File: config.mk
export PLATFORM = sky130hd
export DESIGN_NAME = key_debounce
export DESIGN_NICKNAME = d
export VERILOG_FILES = /design/src/rtl/key_pkg.sv /design/src/rtl/key_debounce_ch.sv /design/src/rtl/key_debounce.sv
export SDC_FILE = /design/constraint.sdc
export NUM_CORES = 1
export LEC_CHECK = 0
export BUFFER_PORTS_ARGS = -buffer_cell sky130_fd_sc_hd__buf_2
export CAP_MARGIN = 10
export CORE_ASPECT_RATIO = 1.2
export CORE_UTILIZATION = 30
export CTS_CLUSTER_DIAMETER = 50
export DETAILED_ROUTE_END_ITERATION = 12
export PLACE_DENSITY = 0.54
export SYNTH_ARGS = -nofsm -noshare
export SYNTH_HDL_FRONTEND = slang
export SYNTH_HIERARCHICAL = 1
export SYNTH_SLANG_ARGS = --single-unit
File: constraint.sdc
create_clock -name clk -period 6.44 [get_ports clk]
set_input_delay 0.322 -clock clk [delete_from_list [all_inputs] [get_ports clk]]
set_output_delay 0.322 -clock clk [all_outputs]
set_load 0.05 [all_outputs]
File: src/rtl/key_pkg.sv
// Shared types and default timing for the button conditioning stage.
// Default timing assumes a 65 MHz system clock.
package key_pkg;

   typedef enum logic [1:0] {
      KEY_IDLE,
      KEY_DEB_PRESS,
      KEY_HELD,
      KEY_DEB_REL
   } key_state_t;

   // 10 ms debounce window and 100 ms auto-repeat period at 65 MHz
   localparam int KEY_CNT_MAX_65M       = 650_000;
   localparam int KEY_REPEAT_PERIOD_65M = 6_500_000;

   function automatic int key_max(input int a, input int b);
      return (a > b) ? a : b;
   endfunction

endpackage

File: src/rtl/key_debounce_ch.sv
// One button channel: 2-flop synchroniser, debounce FSM, debounce counter
// and hold-to-repeat down-counter. All outputs are registered.
//
//  state          | meaning
//  ---------------+-----------------------------------------------------
//  KEY_IDLE       | released and accepted, waiting for sync==1
//  KEY_DEB_PRESS  | sync high, counting stable cycles toward a press
//  KEY_HELD       | pressed and accepted, repeat timer running
//  KEY_DEB_REL    | sync low, counting stable cycles toward a release
module key_debounce_ch
   import key_pkg::*;
#(
   parameter int CNT_MAX       = KEY_CNT_MAX_65M,
   parameter int REPEAT_DELAY  = 0,
   parameter int REPEAT_PERIOD = KEY_REPEAT_PERIOD_65M
) (
   input  logic clk,
   input  logic rst,
   input  logic key_in,
   output logic key_level,
   output logic key_press,
   output logic key_release
);

   localparam int CNT_W = $clog2(CNT_MAX + 1);
   localparam int RPT_W = $clog2(key_max(REPEAT_DELAY, REPEAT_PERIOD) + 1);
   localparam logic [CNT_W-1:0] CNT_LAST   = CNT_W'(CNT_MAX - 1);
   localparam logic [CNT_W-1:0] CNT_ONE    = CNT_W'(1);
   localparam logic [RPT_W-1:0] RPT_DELAY  = RPT_W'(REPEAT_DELAY);
   localparam logic [RPT_W-1:0] RPT_PERIOD = RPT_W'(REPEAT_PERIOD);
   localparam logic [RPT_W-1:0] RPT_ONE    = RPT_W'(1);
   localparam bit               RPT_EN     = (REPEAT_DELAY > 0);

   logic [1:0]       sync_q;
   logic             key_sync;
   key_state_t       state_q, state_d;
   logic [CNT_W-1:0] cnt_q, cnt_d;
   logic [RPT_W-1:0] rpt_q, rpt_d;
   logic             level_q, level_d;
   logic             press_q, press_d;
   logic             release_q, release_d;

   assign key_sync = sync_q[1];

   always_ff @(posedge clk) begin
      if (!rst) begin
         sync_q    <= 2'b00;
         state_q   <= KEY_IDLE;
         cnt_q     <= '0;
         rpt_q     <= '0;
         level_q   <= 1'b0;
         press_q   <= 1'b0;
         release_q <= 1'b0;
      end else begin
         sync_q    <= {sync_q[0], key_in};
         state_q   <= state_d;
         cnt_q     <= cnt_d;
         rpt_q     <= rpt_d;
         level_q   <= level_d;
         press_q   <= press_d;
         release_q <= release_d;
      end
   end

   always_comb begin
      state_d = state_q;
      case (state_q)
         KEY_IDLE:      if (key_sync) state_d = KEY_DEB_PRESS;
         KEY_DEB_PRESS: begin
            if (!key_sync)              state_d = KEY_IDLE;
            else if (cnt_q == CNT_LAST) state_d = KEY_HELD;
         end
         KEY_HELD:      if (!key_sync) state_d = KEY_DEB_REL;
         KEY_DEB_REL: begin
            if (key_sync)               state_d = KEY_HELD;
            else if (cnt_q == CNT_LAST) state_d = KEY_IDLE;
         end
         default:       state_d = KEY_IDLE;
      endcase
   end

   always_comb begin
      cnt_d     = cnt_q;
      rpt_d     = rpt_q;
      level_d   = level_q;
      press_d   = 1'b0;
      release_d = 1'b0;
      case (state_q)
         KEY_IDLE: begin
            level_d = 1'b0;
            cnt_d   = key_sync ? CNT_ONE : '0;
         end
         KEY_DEB_PRESS: begin
            if (!key_sync) begin
               cnt_d = '0;
            end else if (cnt_q == CNT_LAST) begin
               cnt_d   = '0;
               level_d = 1'b1;
               press_d = 1'b1;
               rpt_d   = RPT_DELAY;
            end else begin
               cnt_d = cnt_q + CNT_ONE;
            end
         end
         KEY_HELD: begin
            if (!key_sync) begin
               cnt_d = CNT_ONE;
            end else if (RPT_EN) begin
               // reload on terminal count so the timer can never wrap
               if (rpt_q <= RPT_ONE) begin
                  press_d = 1'b1;
                  rpt_d   = RPT_PERIOD;
               end else begin
                  rpt_d = rpt_q - RPT_ONE;
               end
            end
         end
         KEY_DEB_REL: begin
            if (key_sync) begin
               cnt_d = '0;
            end else if (cnt_q == CNT_LAST) begin
               cnt_d     = '0;
               level_d   = 1'b0;
               release_d = 1'b1;
            end else begin
               cnt_d = cnt_q + CNT_ONE;
            end
         end
         default: begin
            cnt_d   = '0;
            level_d = 1'b0;
         end
      endcase
   end

   assign key_level   = level_q;
   assign key_press   = press_q;
   assign key_release = release_q;

endmodule

File: src/rtl/key_debounce.sv
// Four-button (by default) input conditioning: independent synchronise,
// debounce and auto-repeat channels, outputs concatenated by key index.
module key_debounce
   import key_pkg::*;
#(
   parameter int N_KEYS        = 4,
   parameter int CNT_MAX       = KEY_CNT_MAX_65M,
   parameter int REPEAT_DELAY  = 0,
   parameter int REPEAT_PERIOD = KEY_REPEAT_PERIOD_65M
) (
   input  logic              clk,
   input  logic              rst,
   input  logic [N_KEYS-1:0] key_in,
   output logic [N_KEYS-1:0] key_level,
   output logic [N_KEYS-1:0] key_press,
   output logic [N_KEYS-1:0] key_release
);

   for (genvar g = 0; g < N_KEYS; g++) begin : g_ch
      key_debounce_ch #(
         .CNT_MAX      (CNT_MAX),
         .REPEAT_DELAY (REPEAT_DELAY),
         .REPEAT_PERIOD(REPEAT_PERIOD)
      ) u_ch (
         .clk        (clk),
         .rst        (rst),
         .key_in     (key_in[g]),
         .key_level  (key_level[g]),
         .key_press  (key_press[g]),
         .key_release(key_release[g])
      );
   end

endmodule

Yosys cells after proc, flatten, opt, wreduce, memory -nomap -nowiden:

Cells that the tools add are included.

* register bits after elaboration: 108
* input port bits: 6
* output and inout port bits: 12
* logic and storage cells: 181

* add/sub/neg operators: 4
* eq/ne operators: 48
* muxes and demuxes: 76
* bitwise gates (word level): 5
* reduce and logical (&&, ||, !) cells: 24

Operator list (count)
* $mux W20: 16
* $pmux W20 S4: 4
* $add A20 B1 Y20 const B: 4
* $eq A20 B20 Y1 const B: 4
* $mux W2: 24
* $ne A2 B1 Y1 const B: 16
* $pmux W2 S4: 4
* $mux W1: 24
* $reduce_and A5 Y1: 4
* $eq A2 B2 Y1 const B: 8
* $ne A2 B2 Y1 const B: 8
* $reduce_and A4 Y1: 4
* $ne A3 B1 Y1 const B: 4
* $ne A3 B3 Y1 const B: 4
* $pmux W1 S3: 4
* $reduce_and A3 Y1: 4
* $reduce_bool A3 Y1: 4
* $reduce_or A3 Y1: 4
* $eq A2 B1 Y1 const B: 4
* $logic_not A2 Y1: 4
* $not A1 Y1: 5

Depth between registers and ports, before layout:

* depth in word-level cells: 4
* mapped depth: 9
* depth with buffers taken out: 7

By module:

The synthesis kept the hierarchy.

By module, submodules not included
* key_debounce_ch (g_ch[0].u_ch ...): instances 3, cells each 183, area an instance 1510.2 µm², sequential area each 540.5 µm²
* key_debounce_ch (g_ch[3].u_ch): instances 1, cells each 173, area an instance 1477.7 µm², sequential area each 540.5 µm²

Least setup slack after synthesis:

Ideal clock, no wire load.

* path type: register to register
* start point: reg g_ch[0].u_ch.state_q[0]
* end point: reg g_ch[0].u_ch.cnt_q[11]
* setup time: 0.057 ns
* arrival time: 2.037 ns
* data required time: 6.383 ns
* path slack: 4.346 ns
* cell stages (with the launch flop): 10
* buffers on the path: 2
* period minus slack after synthesis: 2.094 ns
* path through: dfxtp_1 > inv_1 > ha_1 > clkbuf_1 > nand3b_1 > a21oi_1 > o41ai_2 > clkbuf_1 > nor4b_1 > a21o_1

* longest elaborated chain between the ends: 2
* elaborated cells between the ends (all ways): 6
* classes of those cells: eq/ne: 4; mux: 1; reduce/logical: 1

RTL lines
* start: declaration: line key_debounce_ch.sv:36 `key_state_t state_q, state_d;`
* start signal: assignment: line key_debounce_ch.sv:56 `state_q <= state_d;`
* $eq A2 B2 Y1, or another cell as far along: line key_debounce_ch.sv:88 `case (state_q)`
* $pmux W20 S4 or $ne A2 B2 Y1 (tied branches)
* end signal: assignment: line key_debounce_ch.sv:57 `cnt_q <= cnt_d;`
* end: declaration: line key_debounce_ch.sv:37 `logic [CNT_W-1:0] cnt_q, cnt_d;`

Parallel ways exist; a longest one is shown, timed or not.
A chain may end at the register's enable or synchronous reset.

Worst setup path after layout:

* start point: reg g_ch[2].u_ch.cnt_q[0]
* end point: reg g_ch[2].u_ch.cnt_q[8]

* longest elaborated chain between the ends: 4
* elaborated cells between the ends (all ways): 6
* classes of those cells: add/sub: 1; eq/ne: 1; mux: 4

RTL lines (line)
* start: declaration: key_debounce_ch.sv:37
* start signal: assignment: key_debounce_ch.sv:57
* $add A20 B1 Y20 or $eq A20 B20 Y1 (tied branches)
* $mux W20 *: key_debounce_ch.sv:96, key_debounce_ch.sv:121
* $mux W20, on equally long branches: key_debounce_ch.sv:119, key_debounce_ch.sv:94
* $pmux W20 S4 *: key_debounce_ch.sv:88

Mark *: on every way between the ends. The rest lies on a longest branch, timed or not.

==> metrics.csv <==
stage,metric,value,unit
run_status,result_of_the_run,finished clean,
yosys,ys_top_cells_by_area,"dfxtp_1, ha_1, nand2_1",
global_routing,grt_use_total,13.5,%
layout,post_route_cells_drive_above_1_share,6.81,%
layout,layoutNonFillerInstCount,981,
route,route.final.wire_length,13400,um
global_routing,gr-total-overflow,0,
place,post-place-ws,3700,ps
yosys,syn_warnings,6,
job,timing.max_cap.violations,0,
floorplanning,placement_rows,56,
power_and_ir_drop,static-leakage-power,2.23,nW
power_and_ir_drop,power.density,221,nW/um^2
yosys,post_synth_top_area_share,36.0,%
critical_path,rr_startpoint,g_ch[2].u_ch/cnt_q[0],
layout,fillers,2092,
global_routing,grt_max_degree,40,
yosys,count_of_state_elements_after_synthesis,108,
floorplanning,top_level_ports,18,
yosys,post_synth_inst_count,722,
yosys,async_flop_share,0,%
yosys,number_of_flops_mapped_to_enable_cells_by_yosys,0,
floorplanning,dieWidth,131,um
sta,min_setup_slack_post_route,3660,ps
critical_path,critPathMaxStageDelay,1200,ps
min_path,hold_start,key_in[2],
yosys,synth.avg_cell_area,8.32,um^2
layout,layout_commonest_cell,dfxtp_1,
route,detailroute.via_count,5240,
critical_path,r2r_setup_slack,3660,ps
yosys,synth_top_cell_by_area,dfxtp_1,
sta,rsz0062_at_grt,false,
place,gp_congestion,0.773,
critical_path,critPathKind,reg2reg,
floorplanning,core_area,19600,um^2
critical_path,crit_arrival,3010,ps
clocking,cts_num_sinks,108,
yosys,synth.yosys.seq_area_share,36.0,%
clocking,clock-root-buffer,clkbuf_16,
yosys,yosys_most_used_dff,dfxtp_1,
sta,clock_period_minus_worst_slack,2780,ps
critical_path,worstPathCellList,ha_1 > nand3_1 > o41ai_4 > nor2_1 > a221o_1,
sta,slew_viol_final,0,
yosys,postSynthNetCount,752,
critical_path,timing.critical_path.slowest_stage_cell,o41ai_4,
clocking,clock_tree.htree_level_count,3,
layout,area_growth_syn_to_layout,9.54,%
place,post_detail_place_hpwl,9310,um
layout,layout.cells.most_common_list,"dfxtp_1, nand2_1, nand3_1",
clocking,buffers_inserted_during_post_cts_setup_optimization,0,
critical_path,setup.worst_path.end_class,register,
sta,worst-slew-pin-transition,1220,ps
clocking,insertion_delay,350,ps
global_routing,grt_pass1_wl,23000,um
power_and_ir_drop,vdd_ir_drop_max,0.146,mV
clocking,clock_tree_from_tritoncts,done,
critical_path,timing.rr.end,g_ch[2].u_ch/cnt_q[8],
clocking,cts_resized,0,
critical_path,crit_required,6670,ps
sta,clock.fmax,360,MHz
yosys,mappedNetlistArea,6010,um^2
route,drt_iter0_drc,360,
floorplanning,floorplan.die.height,157,um
layout,insertedDiodeCount,0,
clocking,clock_path_buffers,2,
min_path,number_of_instances_on_the_worst_hold_path,2,
yosys,synth.distinct_cells,59,
sta,hold_viol_final,0,
global_routing,number_of_global_route_vias_before_repair,4831,
sta,setup_tns,0,ps
route,drt-vias-per-instance,5.34,
floorplanning,initial_utilization,30.6,%
sta,finalClockSkew,5.33,ps
route,final_antenna_violating_net_count,0,
sta,setup_violations,0,
place,post-place-cells,967,
route,drc_errors,0,
floorplanning,die_area,20600,um^2
layout,finish.net_count,747,
critical_path,startpoint_type_of_the_worst_setup_path,register,
place,place.port_buffers,17,
min_path,min_delay_worst_endpoint,g_ch[2].u_ch/sync_q[0],
sta,final.hold.worst_slack,179,ps
clocking,cts-hold-fix-buffers,0,
sta,slew-limit-headroom,18.7,%
sta,min_period_over_period,43.2,%
critical_path,top_fanout_value_on_the_critical_path,24,
min_path,hold_class,in2reg,
critical_path,r2r_cells,5,
route,first_pass_iters,4,
layout,post-route-util,33.5,%
route,avgRoutedWirePerCell,13.6,um
clocking,cts_made_buffers,9,
global_routing,grt_antenna_before_repair,0,
clocking,path_clk_slew,70,ps
## through the flow
stage / total power [mW] / area, um^2
finish: 1.45 / 6580
global route: 1.54 / 6580
CTS: 1.48 / 6580
detailed placement: 0.935 / 6300
global placement: 0.937 / 6300
floorplan: 0.892 / 6010
## worst max path at each step
stage | startpoint | end
global placement | g_ch[0].u_ch/cnt_q[0] | g_ch[0].u_ch/cnt_q[8]
CTS | g_ch[2].u_ch/cnt_q[0] | g_ch[2].u_ch/cnt_q[8]
floorplan | g_ch[0].u_ch/state_q[0] | g_ch[0].u_ch/cnt_q[11]
detailed placement | g_ch[2].u_ch/cnt_q[0] | g_ch[2].u_ch/cnt_q[8]
global route | g_ch[2].u_ch/cnt_q[0] | g_ch[2].u_ch/cnt_q[8]
finish | g_ch[2].u_ch/cnt_q[0] | g_ch[2].u_ch/cnt_q[8]
## cells by family (layout without fill, tap and decap cells)
| group | Yosys count | in the layout | synth area share, % |
|---|---|---|---|
| compound gates | 182 | 182 | 22.2 |
| xor+xnor | 7 | 7 | 1.02 |
| fa+ha+maj | 24 | 24 | 5.00 |
| buf+inv | 63 | 61 | 4.44 |
| flops | 108 | 108 | 36.0 |
| mux | 9 | 9 | 1.50 |
| simple gates | 329 | 329 | 29.9 |
## cells in the mapped netlist, types with 10 or more instances
cell / n
nor2_1: 43
nor3_1: 30
nand3_1: 45
nand4_1: 21
ha_1: 24
and2_1: 14
o31ai_1: 20
o21ai_0: 25
and3_1: 11
nor4_1: 14
a21o_1: 20
clkbuf_1: 22
nand2_1: 75
inv_1: 29
o22a_1: 15
nor3b_1: 15
dfxtp_1: 108
or4_1: 10
a21oi_1: 28
## report_power, final
part | internal, mW | switching, mW
registers | 0.693 | 0.0287
logic | 0.0776 | 0.121
clock network | 0.291 | 0.244
total | 1.06 | 0.393
## registers in the layout, summed over array words and instances (netlist names), named ones only
name and flops:
g_ch.u_ch/state_q 4, g_ch.u_ch/key_press 4, g_ch.u_ch/key_release 4, g_ch.u_ch/key_level 4, g_ch.u_ch/sync_q 8, g_ch.u_ch/cnt_q 80
## cell type report
cell class                 instances  area, um^2  share of cell area [%]
clock buffer                      13         270                    4.11
inverter                          29         109                    1.65
clock inverter                     1        7.51                   0.114
sequential                       108        2160                    32.9
multi-input combinational        551        3610                    54.9
timing repair buffer              18        92.6                    1.41
tap                              261         327                    4.96
## routing by layer
metal	global-route usage, %	routed length [um]
met1	16.9	6570
met2	23.2	6350
met3	2.22	228
met4	5.27	205
met5	0	0
## critical path, delay by kind of cell (launching register included)
kind	cells	cell delay, ps
AND/OR/NAND/NOR	2	460
adder cells (fa/ha/maj)	1	220
AO/OA/AOI/OAI	2	1570
flip-flops	1	410
Power figures use the tool's default switching activity.
